**src/rtl/branch_pkg.sv**
```systemverilog
// Shared definitions for the branch unit: branch opcode encoding, predictor
// counter reset value and the helpers used by the resolve stage.
package branch_pkg;

  // Branch opcode as carried by the execute-stage BrOp field. Codes not
  // listed here decode as "never taken".
  typedef enum logic [4:0] {
    BR_NONE = 5'b00000,
    BR_JUMP = 5'b11111,
    BR_EQ   = 5'b01000,
    BR_NE   = 5'b01001,
    BR_LT   = 5'b01100,
    BR_GE   = 5'b01101,
    BR_LTU  = 5'b01110,
    BR_GEU  = 5'b01111
  } brop_t;

  // Weakly not-taken.
  localparam logic [1:0] CTR_RESET = 2'b01;

  // True for the six compare-and-branch opcodes. These are the only ones
  // that train the predictor and count as branches.
  function automatic logic is_cond_branch(brop_t op);
    case (op)
      BR_EQ, BR_NE, BR_LT, BR_GE, BR_LTU, BR_GEU: return 1'b1;
      default:                                    return 1'b0;
    endcase
  endfunction

  // 2-bit saturating counter step: towards 11 when taken, towards 00 when not.
  function automatic logic [1:0] sat_update(logic [1:0] ctr, logic taken);
    if (taken) return (ctr == 2'b11) ? ctr : ctr + 2'b01;
    else       return (ctr == 2'b00) ? ctr : ctr - 2'b01;
  endfunction

endpackage

```
**src/rtl/branch_cmp.sv**
```systemverilog
// Combinational branch condition evaluator.
// Ports:
//   A, B   - operands rs1 / rs2 (XLEN bits)
//   BrOp   - branch opcode (see branch_pkg::brop_t)
//   taken  - 1 when the branch condition holds
module branch_cmp
  import branch_pkg::*;
#(
  parameter int XLEN = 32
) (
  input  logic [XLEN-1:0] A,
  input  logic [XLEN-1:0] B,
  input  logic [4:0]      BrOp,
  output logic            taken
);

  always_comb begin
    taken = 1'b0;
    case (BrOp)
      BR_JUMP: taken = 1'b1;
      BR_EQ:   taken = (A == B);
      BR_NE:   taken = (A != B);
      BR_LT:   taken = ($signed(A) <  $signed(B));
      BR_GE:   taken = ($signed(A) >= $signed(B));
      BR_LTU:  taken = (A <  B);
      BR_GEU:  taken = (A >= B);
      default: taken = 1'b0;
    endcase
  end

endmodule

```
**src/rtl/branch_unit_pred.sv**
```systemverilog
// Branch unit with bimodal prediction.
// Resolves branch conditions with a one-cycle registered result, keeps a
// direct-mapped table of 2-bit counters that fetch reads combinationally,
// flags mispredictions and keeps saturating branch / mispredict counters.
// Ports:
//   clk, rst        - clock (rising edge), async active-high reset
//   pc_f            - fetch PC; pred_taken_f is the table's prediction for it
//   res_valid_i     - resolve request valid; flush_i kills it this cycle
//   pc_e, A, B, BrOp, pred_taken_e - instruction being resolved
//   res_valid_o, NextPCSrc, mispredict_o - registered resolve result
//   br_count_o, mis_count_o - saturating performance counters
module branch_unit_pred
  import branch_pkg::*;
#(
  parameter int XLEN        = 32,
  parameter int BHT_ENTRIES = 64,
  parameter int CNT_W       = 32
) (
  input  logic             clk,
  input  logic             rst,
  input  logic [XLEN-1:0]  pc_f,
  output logic             pred_taken_f,
  input  logic             res_valid_i,
  input  logic [XLEN-1:0]  pc_e,
  input  logic [XLEN-1:0]  A,
  input  logic [XLEN-1:0]  B,
  input  logic [4:0]       BrOp,
  input  logic             pred_taken_e,
  input  logic             flush_i,
  output logic             res_valid_o,
  output logic             NextPCSrc,
  output logic             mispredict_o,
  output logic [CNT_W-1:0] br_count_o,
  output logic [CNT_W-1:0] mis_count_o
);

  localparam int IDX_W = $clog2(BHT_ENTRIES);
  localparam logic [CNT_W-1:0] CNT_ONE = {{(CNT_W-1){1'b0}}, 1'b1};

  logic [1:0]       bht [BHT_ENTRIES];
  logic [IDX_W-1:0] idx_f;
  logic [IDX_W-1:0] idx_e;
  logic             taken;
  logic             accept;
  logic             cond;
  logic             mispredict;
  logic             unused_pc_bits;

  // Word-aligned PCs: the two low bits never select an entry.
  assign idx_f = pc_f[IDX_W+1:2];
  assign idx_e = pc_e[IDX_W+1:2];
  assign unused_pc_bits = ^{pc_f[XLEN-1:IDX_W+2], pc_f[1:0],
                            pc_e[XLEN-1:IDX_W+2], pc_e[1:0]};

  // Reads the stored value only; a same-cycle update is not bypassed.
  assign pred_taken_f = bht[idx_f][1];

  branch_cmp #(.XLEN(XLEN)) u_cmp (
    .A     (A),
    .B     (B),
    .BrOp  (BrOp),
    .taken (taken)
  );

  assign accept     = res_valid_i && !flush_i;
  assign cond       = is_cond_branch(brop_t'(BrOp));
  assign mispredict = (taken != pred_taken_e);

  // Result outputs drop to zero on any cycle without an accepted request.
  always_ff @(posedge clk or posedge rst) begin
    if (rst) begin
      res_valid_o  <= 1'b0;
      NextPCSrc    <= 1'b0;
      mispredict_o <= 1'b0;
    end else begin
      res_valid_o  <= accept;
      NextPCSrc    <= accept && taken;
      mispredict_o <= accept && mispredict;
    end
  end

  // Only accepted conditional branches train the table.
  always_ff @(posedge clk or posedge rst) begin
    if (rst) begin
      for (int i = 0; i < BHT_ENTRIES; i++) bht[i] <= CTR_RESET;
    end else if (accept && cond) begin
      bht[idx_e] <= sat_update(bht[idx_e], taken);
    end
  end

  always_ff @(posedge clk or posedge rst) begin
    if (rst) begin
      br_count_o  <= '0;
      mis_count_o <= '0;
    end else if (accept) begin
      if (cond && (br_count_o != '1))
        br_count_o <= br_count_o + CNT_ONE;
      if (mispredict && (mis_count_o != '1))
        mis_count_o <= mis_count_o + CNT_ONE;
    end
  end

endmodule
```
**config.mk**
```make
export PLATFORM = sky130hd
export DESIGN_NAME = branch_unit_pred
export DESIGN_NICKNAME = d
export VERILOG_FILES = /design/src/rtl/branch_pkg.sv /design/src/rtl/branch_cmp.sv /design/src/rtl/branch_unit_pred.sv
export SDC_FILE = /design/constraint.sdc
export NUM_CORES = 1
export LEC_CHECK = 0
export CELL_PAD_IN_SITES_DETAIL_PLACEMENT = 1
export CELL_PAD_IN_SITES_GLOBAL_PLACEMENT = 2
export CORE_ASPECT_RATIO = 0.75
export CORE_MARGIN = 5
export CORE_UTILIZATION = 35
export CTS_BUF_LIST = sky130_fd_sc_hd__clkbuf_2
export DETAILED_ROUTE_END_ITERATION = 7
export PLACE_DENSITY = 0.8
export SYNTH_ARGS = -nofsm -noshare
export SYNTH_HDL_FRONTEND = slang
export SYNTH_SLANG_ARGS = --single-unit
```
**constraint.sdc**
```tcl
create_clock -name clk -period 9.5 [get_ports clk]
set_input_delay 2.375 -clock clk [delete_from_list [all_inputs] [get_ports clk]]
set_output_delay 2.375 -clock clk [all_outputs]
set_load 0.05 [all_outputs]
```
**Word level (Yosys, flattened, before mapping)**

Cells that the tools add are included.

- Add/subtract/negate cells: 4
- Equal/unequal tests: 13
- Mux-type cells: 15
- Reductions and logical operators: 12
- Bitwise logic cells: 2
- Order comparisons: 7

Operators with widths:

| kind | number |
|---|---|
| 128-bit bitwise mux | 1 |
| 32-bit by 1-bit adder with 32-bit output (second input constant) | 2 |
| 32-bit greater-or-equal comparator | 2 |
| 32-bit < comparator | 2 |
| 32-bit inequality test (second input constant) | 2 |
| 32-bit == test | 1 |
| 32-bit inequality test | 1 |
| 5-bit by 4-bit == test with 1-bit output (second input constant) | 6 |
| 2-bit binary-select mux with 6-bit select | 2 |
| 2-bit two-way mux | 9 |
| 7-bit greater-or-equal comparator (second input constant) | 2 |
| 6-bit inverter with 7-bit output | 2 |
| 2-bit demux with 6-bit select | 1 |
| 1-bit logical AND | 7 |
| 7-bit by 1-bit < comparator with 1-bit output (second input constant) | 1 |
| 1-bit one-hot mux with 7 select lines | 1 |
| 6-bit OR reduction | 1 |
| 5-bit == test (second input constant) | 1 |
| 2-bit AND reduction | 2 |
| 2-bit by 1-bit adder with 2-bit output (second input constant) | 1 |
| 2-bit == test (second input constant) | 1 |
| 2-bit logical NOT | 1 |
| 2-bit by 1-bit subtractor with 2-bit output (second input constant) | 1 |
| 1-bit logical NOT | 1 |
| 2 further kinds | 2 |

- Word-level logic and storage cells: 122
- Register bits: 195
- Output and inout bits: 68
- Bits of input ports: 138

**Longest topological paths before layout**

Gate-level depths: netlist of run 1.

- Word-level depth: 9
- Mapped depth: 13
- Gate-level depth less buffers: 12

**Modules after synthesis**

Synthesis of run 1 repeated with hierarchy kept, for this count alone.

- Cell total of the unflattened synthesis: 1,088
- Area total of the unflattened synthesis: 10,964.3 µm²

Modules (own cells, without submodules):

| module | cells an instance | seq. area each (µm²) | area each (µm²) | instances |
|---|---|---|---|---|
| branch_unit_pred | 961 | 4,959.8 | 10,030.9 | 1 |
| branch_cmp | 127 | 0.0 | 933.4 | 1 |

**Worst setup path before layout of run 1**

OpenSTA, ideal clock, no wires.

- Path type: input -> output
- From: input pc_f[2]
- To: output pred_taken_f
- Slack: 2.179 ns
- Buffers on the path: 2
- Cell stages on the path: 5
- Data arrival time: 4.946 ns
- Data required time: 7.125 ns
- Cell sequence: clkbuf_1 -> buf_1 -> mux4_2 -> mux4_2 -> mux4_2

- Cells in the longest elaborated chain, start to end: 4

Ends and longest elaborated chain:

| item | line | text |
|---|---|---|
| start: declaration | branch_unit_pred.sv:21 | `input logic [XLEN-1:0] pc_f,` |
| 6-bit inverter with 7-bit output (not written as such) | branch_unit_pred.sv:56 | `assign pred_taken_f = bht[idx_f][1];` |
| 2-bit binary-select mux with 6-bit select | branch_unit_pred.sv:56 |  |
| 2-bit two-way mux (not written as such) (2 in series) | branch_unit_pred.sv:56 |  |
| end: declaration | branch_unit_pred.sv:22 | `output logic pred_taken_f,` |

No other way between the ends. The select of a mux whose other input is x is not followed.

**Final worst setup path of run 1**

- From: input pc_f[3]
- To: output pred_taken_f

The elaborated chain is that of the path after synthesis.

==> results of run 1 <==
## cell families after synthesis
family	synth area share [%]
XOR/XNOR	5.14
buffers and inverters	4.08
multiplexers	21.2
AND/OR/NAND/NOR	14.4
adder cells (fa/ha/maj)	4.06
AO/OA/AOI/OAI	6.17
flip-flops	44.9
## layer usage
layer	GRT usage (%)	vias to the layer above	routed length [µm]
li1	-	3842	-
met1	27.2	4286	16200
met2	29.0	143	14700
met3	4.29	16	1530
met4	2.85	0	263
met5	0	-	0
## worst min-delay path by stage
| stage | startpoint | end | cells past startpoint |
|---|---|---|---|
| global placement | br_count_o[12] | br_count_o[12] | 1 |
| floorplan | bht[19] | bht[19] | 1 |
| CTS | br_count_o[6] | br_count_o[6] | 1 |
| global route | mis_count_o[19] | mis_count_o[19] | 1 |
| detailed placement | br_count_o[6] | br_count_o[6] | 1 |
| finish | br_count_o[12] | br_count_o[12] | 1 |
## registers in the layout, summed over array words and instances (netlist names)
signal        cells
NextPCSrc         1
bht             128
br_count_o       32
mis_count_o      32
mispredict_o      1
res_valid_o       1
## area by class of cell
cell class,instances,area (µm²)
Antenna cell,1,2.50
Clock buffer,17,85.1
Clock inverter,15,194
Fill cell,3394,18000
Inverter,43,169
Multi-Input combinational cell,704,5630
Sequential cell,195,4960
Tap cell,406,508
Timing Repair Buffer,165,1620
## worst register-to-register path, delay by kind of cell (launching register included)
kind                     cells  cell delay, ps
multiplexers                 3            1270
AO/OA/AOI/OAI                4             890
adder cells (fa/ha/maj)      1             750
flip-flops                   1             440
## stage by stage
stage | area [µm²] | cells | setup slack, ps | hold WS (ps)
after global placement | 12900 | 1513 | 1550 | 480
after CTS | 13200 | 1545 | 1530 | 518
after detailed placement | 12900 | 1513 | 1520 | 481
after global routing | 13200 | 1546 | 1460 | 536
final | 13200 | 1546 | 1550 | 515
after floorplan | 11000 | 993 | 1920 | 491
## power by group
part	internal [mW]	leakage, nW	switching [mW]
clock	0.157	0.162	0.320
combinational	0.123	2.97	0.205
sequential	0.864	2.47	0.0336
total	1.14	5.60	0.559
## synthesized netlist by cell type (all sizes together) (4+ instances only)
cell and number:
a21oi 30, nand3b 5, nor2 72, nand2 85
dfstp 64, clkbuf 18, inv 42, and3 14
a221oi 9, mux4 27, mux2i 15, nand2b 8
and2 7, a22oi 12, a21o 4, dfrtp 131
buf 33, xnor2 43, nor3 27, a22o 7
nand3 42, xor2 21, nand4 28, ha 34
and4 4, mux2 141, o21ai 11, nor4 11
nor2b 10, a211oi 5
## cells in the final DEF, fill, tap and decap left out, types with 5 or more instances in the layout
cell	n
clkdlybuf4s50_1	152
mux2_2	137
dfrtp_1	131
nand2_1	85
nor2_1	70
dfstp_2	64
nand3_1	42
xnor2_1	42
inv_1	41
ha_1	34
a21oi_1	30
nand4_1	28
mux4_2	27
nor3_1	26
xor2_1	21
clkbuf_2	17
mux2i_1	15
and3_1	14
a22oi_1	12
buf_4	12
nor4_1	11
nor2b_1	10
nand2b_1	8
o21ai_0	8
a221oi_1	8
a22o_1	7
and2_1	6
a211oi_1	5
nand3b_1	5
inv_6	5
==> flow_metrics.tcl, run 1 <==
set metrics [dict create \
    status "finished clean" \
    yosysTopAreaCellShare_pct 29.7 \
    route.detailed.drc 0 \
    coreArea_um2 31200 \
    hp-class "flop to flop" \
    power_mw 1.70 \
    slew_headroom_pct 19.5 \
    worst_pin_slew_ps 1210 \
    crit_type "input port to primary output" \
    cts_root_buffer "clkbuf_2" \
    drt-total-wl_um 32700 \
    cts-htree-levels 4 \
    synth_area_per_cell_um2 11.1 \
    overflow 0 \
    nNetsFinal 1298 \
    cpPeakStageDelay_ps 1050 \
    power_density_nw_per_um2 129 \
    vias 8287 \
    io_buffers 153 \
    gr-usage-all-layers_pct 18.6 \
    num_rows 56 \
    rsz0062_at_grt "false" \
    seq_area_frac_synth_pct 44.9 \
    synth-seq-cells 195 \
    dieArea_um2 35200 \
    fin_crit_sh_pct 83.7 \
    clk_latency_ps 820 \
    initial_core_util_pct 35.4 \
    critical_path_arrival_ps 5580 \
    syn-cell-area_um2 11000 \
    r2r_setup_slack_ps 6080 \
    timing.rr.end "bht[11]" \
    synth_warnings 0 \
    crit_buf_inv 2 \
    worstPathCellList "clkdlybuf4s50_1 > mux4_2 > mux4_2 > mux4_2 > clkdlybuf4s50_1" \
    clkTransAtPathRegs_ps 260 \
    crit_path_frequent_cell "mux4_2" \
    async_flop_share_pct 100 \
    reg2reg_depth 8 \
    syn-instance-count 993 \
    grt_pass1_wl_um 52000 \
    synthTopCellsByArea "dfrtp_1 (30%), dfstp_2 (15%), mux2_2 (14%)" \
    rr_startpoint "bht[64]" \
    synth_nets 1165 \
    clockBufferDepth 2 \
    min_period_ps 7950 \
    critPathCapture "pred_taken_f" \
    dieHeight_um 164 \
    place_congestion 0.794 \
    cts_hold_buf 0 \
    endpoint_kind "primary output" \
    wl_per_cell_um 21.2 \
    drt_pass1_iterations 4 \
    worstSetupStartpointType "input port" \
    die_w_um 215 \
    drive_gt1_share_pct 24.9 \
    crit_cells 5 \
    final_util_pct 42.2 \
    crit_path_top_delay_cell "clkdlybuf4s50_1" \
    post_cts_resized 0 \
    finalHoldViolCount 0 \
    crit_start "pc_f[3]" \
    first_global_vias 8740 \
    synth_cell_types 64 \
    vdd_drop_max_uv 124 \
    skew_ps 57.6 \
    synth_ff_type "dfrtp_1" \
    setup_violations 0 \
    clkSinkCount 195 \
    tritoncts "built" \
    detail-route-antenna-nets 0 \
    io_pins 206 \
    viasPerCell 5.36 \
    critical-path-top-delay-family "buffers and inverters" \
    critPathMaxFanout 16 \
    cap_violations 0 \
    critical_path_required_ps 7130 \
    grt_max_degree 94 \
    cellLeakagePower_nw 5.60 \
    yosys.area.top_type "dfrtp_1" \
    fmax_mhz 126 \
    cts-buffers-inserted 17 \
    synth_edf_count 0 \
    grt_antenna_before_repair 1 \
    fin_tns_setup_ps 0 \
    syn_to_final_growth_pct 19.2 \
    post-cts-setup-buffer-count 0 \
    drv_slew 0 \
    dpl.hpwl_um 23900 \
    initialDrtViolationCount 451 \
]
Note: power is estimated with default switching activity, not from simulation.
==> run 2, diff against run 1 <==
==> constraint.sdc (replaced) <==
create_clock -name clk -period 7.95 [get_ports clk]
set_input_delay 1.9875 -clock clk [delete_from_list [all_inputs] [get_ports clk]]
set_output_delay 1.9875 -clock clk [all_outputs]
set_load 0.05 [all_outputs]
==> run 2 against run 1 <==
Net effect:
- sequential share of layout area about the same
- largest cell class unchanged
- highest routed layer unchanged
- sequential power increased by 19%
- utilization about the same
- clock power is 7.1% higher
- via count up 1.7%
- sequential cell count unchanged
- combinational power increased by 21%
- first-iteration DRC count rose by 6.0%
==> flow_metrics.tcl, run 2 (synthesis results as in run 1) <==
set metrics [dict create \
    post-cts-setup-buffer-count 0 \
    initialDrtViolationCount 478 \
    fin_crit_sh_pct 89.2 \
    crit_type "input port to primary output" \
    hp-class "flop to flop" \
    dieHeight_um 164 \
    rsz0062_at_grt "false" \
    cpPeakStageDelay_ps 720 \
    hold_ws_ps 510 \
    r2r_setup_slack_ps 4640 \
    detail-route-antenna-nets 0 \
    min_period_ps 7090 \
    crit_cells 6 \
    worst_pin_slew_ps 1220 \
    drive_gt1_share_pct 25.0 \
    finalHoldViolCount 0 \
    dieArea_um2 35200 \
    coreArea_um2 31200 \
    tritoncts "built" \
    io_buffers 153 \
    crit_path_frequent_cell "mux4_2" \
    initial_core_util_pct 35.4 \
    status "finished clean" \
    grt_max_degree 137 \
    io_pins 206 \
    vias 8424 \
    drt-total-wl_um 32800 \
    skew_ps 52.9 \
    clockBufferDepth 2 \
    overflow 0 \
    power_density_nw_per_um2 150 \
    slew_headroom_pct 18.3 \
    layout_common_cells "clkdlybuf4s50_1 (152), mux2_2 (137), dfrtp_1 (131), nand2_1 (85), nor2_1 (70)" \
    crit_buf_inv 3 \
    rr_startpoint "bht[64]" \
    critPathMaxFanout 16 \
    wl_per_cell_um 21.2 \
    fill_cells 3400 \
    cellLeakagePower_nw 5.60 \
    largest_reg_flops 128 \
    nNetsFinal 1301 \
    drv_slew 0 \
    critical_path_required_ps 5960 \
    place_congestion 0.802 \
    fmax_mhz 141 \
    worstPathCellList "clkdlybuf4s50_1 > buf_4 > mux4_2 > mux4_2 > mux4_2 > clkdlybuf4s50_1" \
    mostFrequentLayoutCell "clkdlybuf4s50_1" \
    clkTransAtPathRegs_ps 270 \
    worstSetupStartpointType "input port" \
    post_cts_resized 0 \
    clkSinkCount 195 \
    cts-htree-levels 4 \
    timing.rr.end "bht[75]" \
    num_rows 56 \
    cts_hold_buf 0 \
    largest-register "bht" \
    setup_violations 0 \
    critical_path_arrival_ps 5110 \
    critical-path-top-delay-family "multiplexers" \
    cap_violations 0 \
    crit_start "pc_f[2]" \
    clk_latency_ps 880 \
    top_regs "bht (128), br_count_o (32), mis_count_o (32)" \
    cts_root_buffer "clkbuf_2" \
    viasPerCell 5.43 \
    dpl.hpwl_um 24200 \
    endpoint_kind "primary output" \
    reg2reg_depth 9 \
    fin_tns_setup_ps 0 \
    syn_to_final_growth_pct 19.4 \
    grt_pass1_wl_um 52300 \
    cts-buffers-inserted 17 \
    crit_path_top_delay_cell "clkdlybuf4s50_1" \
    critPathCapture "pred_taken_f" \
    vdd_drop_max_uv 89.9 \
    grt_antenna_before_repair 3 \
    die_w_um 215 \
    gr-usage-all-layers_pct 18.9 \
    route.detailed.drc 0 \
    drt_pass1_iterations 7 \
    first_global_vias 8840 \
]
-- run 2: cell types whose count changed in the layout (fill, tap and decap cells not counted) --
cell / previous run / this run
bufinv_16: 3 / 1
diode_2: 1 / 2
inv_8: 3 / 4
buf_12: 0 / 3
inv_6: 5 / 4
clkinv_2: 0 / 1
clkinv_1: 2 / 3
-- run 2: how the worst min path moves through the flow --
stage                               start  slack [ps]         endpoint  cells after the start
after detailed placement  mis_count_o[21]         490  mis_count_o[21]                      1
final                     mis_count_o[21]         510  mis_count_o[21]                      1
after global placement     br_count_o[12]         480   br_count_o[12]                      1
after global routing      mis_count_o[21]         530  mis_count_o[21]                      1
after floorplan                   bht[19]         490          bht[19]                      1
after CTS                 mis_count_o[21]         520  mis_count_o[21]                      1
-- run 2: through the flow --
| step | worst slack [ps] | util (%) | cell area (µm²) | instances | total power, mW |
|---|---|---|---|---|---|
| floorplan | 756 | - | 11000 | 993 | 1.32 |
| global placement | 866 | 41.5 | 12900 | 1516 | 1.48 |
| detailed placement | 847 | 41.5 | 12900 | 1516 | 1.49 |
| CTS | 845 | 42.3 | 13200 | 1548 | 2.01 |
| global route | 816 | 42.3 | 13200 | 1550 | 2.09 |
| finish | 855 | 42.3 | 13200 | 1550 | 1.98 |
-- run 2: worst reg2reg max path, delay by kind of cell, from the launching register on --
kind | cells | cell delay [ps]
flip-flops | 1 | 440
buffers and inverters | 1 | 270
AO/OA/AOI/OAI | 4 | 900
multiplexers | 3 | 1070
adder cells (fa/ha/maj) | 1 | 570
-- run 2: area by class of cell --
cell class                      instances  area [µm²]  area share (%)
Clock buffer                           17        85.1           0.645
Antenna cell                            2        5.00          0.0380
Multi-Input combinational cell        704        5630            42.7
Tap cell                              406         508            3.85
Inverter                               43         169            1.28
Sequential cell                       195        4960            37.6
Timing Repair Buffer                  168        1680            12.7
Clock inverter                         15         145            1.10
-- run 2: layer usage --
layer | routed length [µm] | GRT usage (%) | part of all wire, % | vias to the layer above
met5 | 0 | 0 | 0 | -
met1 | 16100 | 27.5 | 49 | 4362
met4 | 301 | 3.40 | 0.92 | 0
li1 | - | - | - | 3863
met3 | 1650 | 4.96 | 5.0 | 19
met2 | 14800 | 28.6 | 45 | 180
-- run 2: power by group --
| part | switching (mW) | total [mW] | internal, mW |
|---|---|---|---|
| sequential | 0.0415 | 1.07 | 1.03 |
| combinational | 0.247 | 0.398 | 0.152 |
| clock | 0.387 | 0.511 | 0.124 |
==> run 3, diff against run 2 <==
--- a/config.mk
+++ b/config.mk
@@ -9,10 +9,10 @@
 export CELL_PAD_IN_SITES_GLOBAL_PLACEMENT = 2
 export CORE_ASPECT_RATIO = 0.75
 export CORE_MARGIN = 5
-export CORE_UTILIZATION = 35
+export CORE_UTILIZATION = 32
 export CTS_BUF_LIST = sky130_fd_sc_hd__clkbuf_2
 export DETAILED_ROUTE_END_ITERATION = 7
-export PLACE_DENSITY = 0.8
+export PLACE_DENSITY = 0.77
 export SYNTH_ARGS = -nofsm -noshare
 export SYNTH_HDL_FRONTEND = slang
 export SYNTH_SLANG_ARGS = --single-unit
==> constraint.sdc (replaced) <==
create_clock -name clk -period 6.5 [get_ports clk]
set_input_delay 1.625 -clock clk [delete_from_list [all_inputs] [get_ports clk]]
set_output_delay 1.625 -clock clk [all_outputs]
set_load 0.05 [all_outputs]
==> run 3 against run 2 <==
Net effect:
- utilization down 2.8 points
- sequential power up 22%
- critical path type unchanged
- final cell count up 3.5%
- critical path depth unchanged
- clock power up 32%
- first-iteration DRC count down 12%
- total power up 25%
- design area up 1.3%
- largest power group unchanged
- clock skew down 3.5 ps
- critical endpoint unchanged
==> flow_metrics.tcl, run 3 (synthesis results as in run 1) <==
set metrics [dict create \
    clkTransAtPathRegs_ps 260 \
    dieHeight_um 171 \
    cts-buffers-inserted 17 \
    worstSetupStartpointType "input port" \
    largest-register "bht" \
    endpoint_kind "primary output" \
    power_mw 2.49 \
    cts-htree-levels 4 \
    cts_hold_buf 0 \
    drt-total-wl_um 33100 \
    worst_pin_slew_ps 995 \
    dpl.hpwl_um 24700 \
    critical_path_required_ps 4880 \
    hp-class "flop to flop" \
    numPlacedInstances 1571 \
    initial_core_util_pct 32.7 \
    overflow 0 \
    grt_max_degree 164 \
    drt_pass1_iterations 5 \
    viasPerCell 5.22 \
    rsz0062_at_grt "false" \
    crit_type "input port to primary output" \
    place_congestion 0.824 \
    initialDrtViolationCount 419 \
    grt_pass1_wl_um 52700 \
    cap_violations 0 \
    route.detailed.drc 0 \
    grt_antenna_before_repair 2 \
    vias 8384 \
    fin_crit_sh_pct 90.5 \
    post-cts-setup-buffer-count 0 \
    fin_cells 1605 \
    hold_ws_ps 507 \
    clkSinkCount 195 \
    fmax_mhz 170 \
    clockBufferDepth 2 \
    first_global_vias 8930 \
    cts_root_buffer "clkbuf_2" \
    fin_tns_setup_ps 0 \
    top_regs "bht (128), br_count_o (32), mis_count_o (32)" \
    io_buffers 153 \
    skew_ps 49.4 \
    final_util_pct 39.5 \
    cellLeakagePower_nw 5.67 \
    clk_latency_ps 820 \
    placed_area_um2 13100 \
    critPathMaxFanout 16 \
    setup_slack_ps 617 \
    fin_area_um2 13400 \
    drive_gt1_share_pct 25.9 \
    largest_reg_flops 128 \
    dieArea_um2 38400 \
    post_cts_resized 0 \
    drv_slew 0 \
    detail-route-antenna-nets 0 \
    mostFrequentLayoutCell "clkdlybuf4s50_1" \
    setup_violations 0 \
    min_period_ps 5880 \
    layout_common_cells "clkdlybuf4s50_1 (151), mux2_2 (137), dfrtp_1 (131), nand2_1 (85), nor2_1 (70)" \
    num_rows 58 \
    io_pins 206 \
    slew_headroom_pct 33.6 \
    vdd_drop_max_uv 191 \
    die_w_um 225 \
    wl_per_cell_um 20.6 \
    nNetsFinal 1312 \
    gr-usage-all-layers_pct 17.5 \
    syn_to_final_growth_pct 20.9 \
    post-place-ws_ps 593 \
    power_density_nw_per_um2 186 \
    tritoncts "built" \
    coreArea_um2 33800 \
    status "finished clean" \
    finalHoldViolCount 0 \
    critical_path_arrival_ps 4260 \
]
## run 3: worst max-delay path: stages
cell and delay, ps:
clkdlybuf4s50_1 450, buf_4 350, mux4_2 580, mux4_2 540
mux4_2 490, buf_4 210
## run 3: worst paths after layout
| path | start | slack (ps) | end | depth (start not counted) |
|---|---|---|---|---|
| worst max-delay path | pc_f[2] | 620 | pred_taken_f | 6 |
| worst min-delay path | br_count_o[25] | 510 | br_count_o[25] | 1 |
| worst max register to register | bht[74] | 3200 | bht[101] | 10 |
| worst min register to register | br_count_o[25] | 510 | br_count_o[25] | 1 |
| max in group asynchronous | rst | 3870 | bht[75] | 3 |
| min in group asynchronous | rst | 1230 | br_count_o[23] | 2 |
## run 3: final cells by class
| cell class | instances | area [µm²] |
|---|---|---|
| Inverter | 43 | 165 |
| Multi-Input combinational cell | 704 | 5630 |
| Clock inverter | 13 | 171 |
| Tap cell | 450 | 563 |
| Clock buffer | 19 | 95.1 |
| Antenna cell | 2 | 5.00 |
| Fill cell | 3765 | 20500 |
| Sequential cell | 195 | 4960 |
| Timing Repair Buffer | 179 | 1760 |
## run 3: per-layer routing
metal  global-route usage (%)  up-vias  part of all wire, %
met4                     3.65        0                  1.4
met2                     26.7      176                   45
met3                     3.67       34                  4.5
met1                     25.8     4305                   49
met5                        0        -                    0
li1                         -     3869                    -
## run 3: report_power, final
| part | internal (mW) | switching (mW) | total, mW |
|---|---|---|---|
| Combinational | 0.190 | 0.311 | 0.500 |
| Clock | 0.225 | 0.449 | 0.674 |
| Sequential | 1.26 | 0.0514 | 1.31 |
| Total | 1.68 | 0.811 | 2.49 |
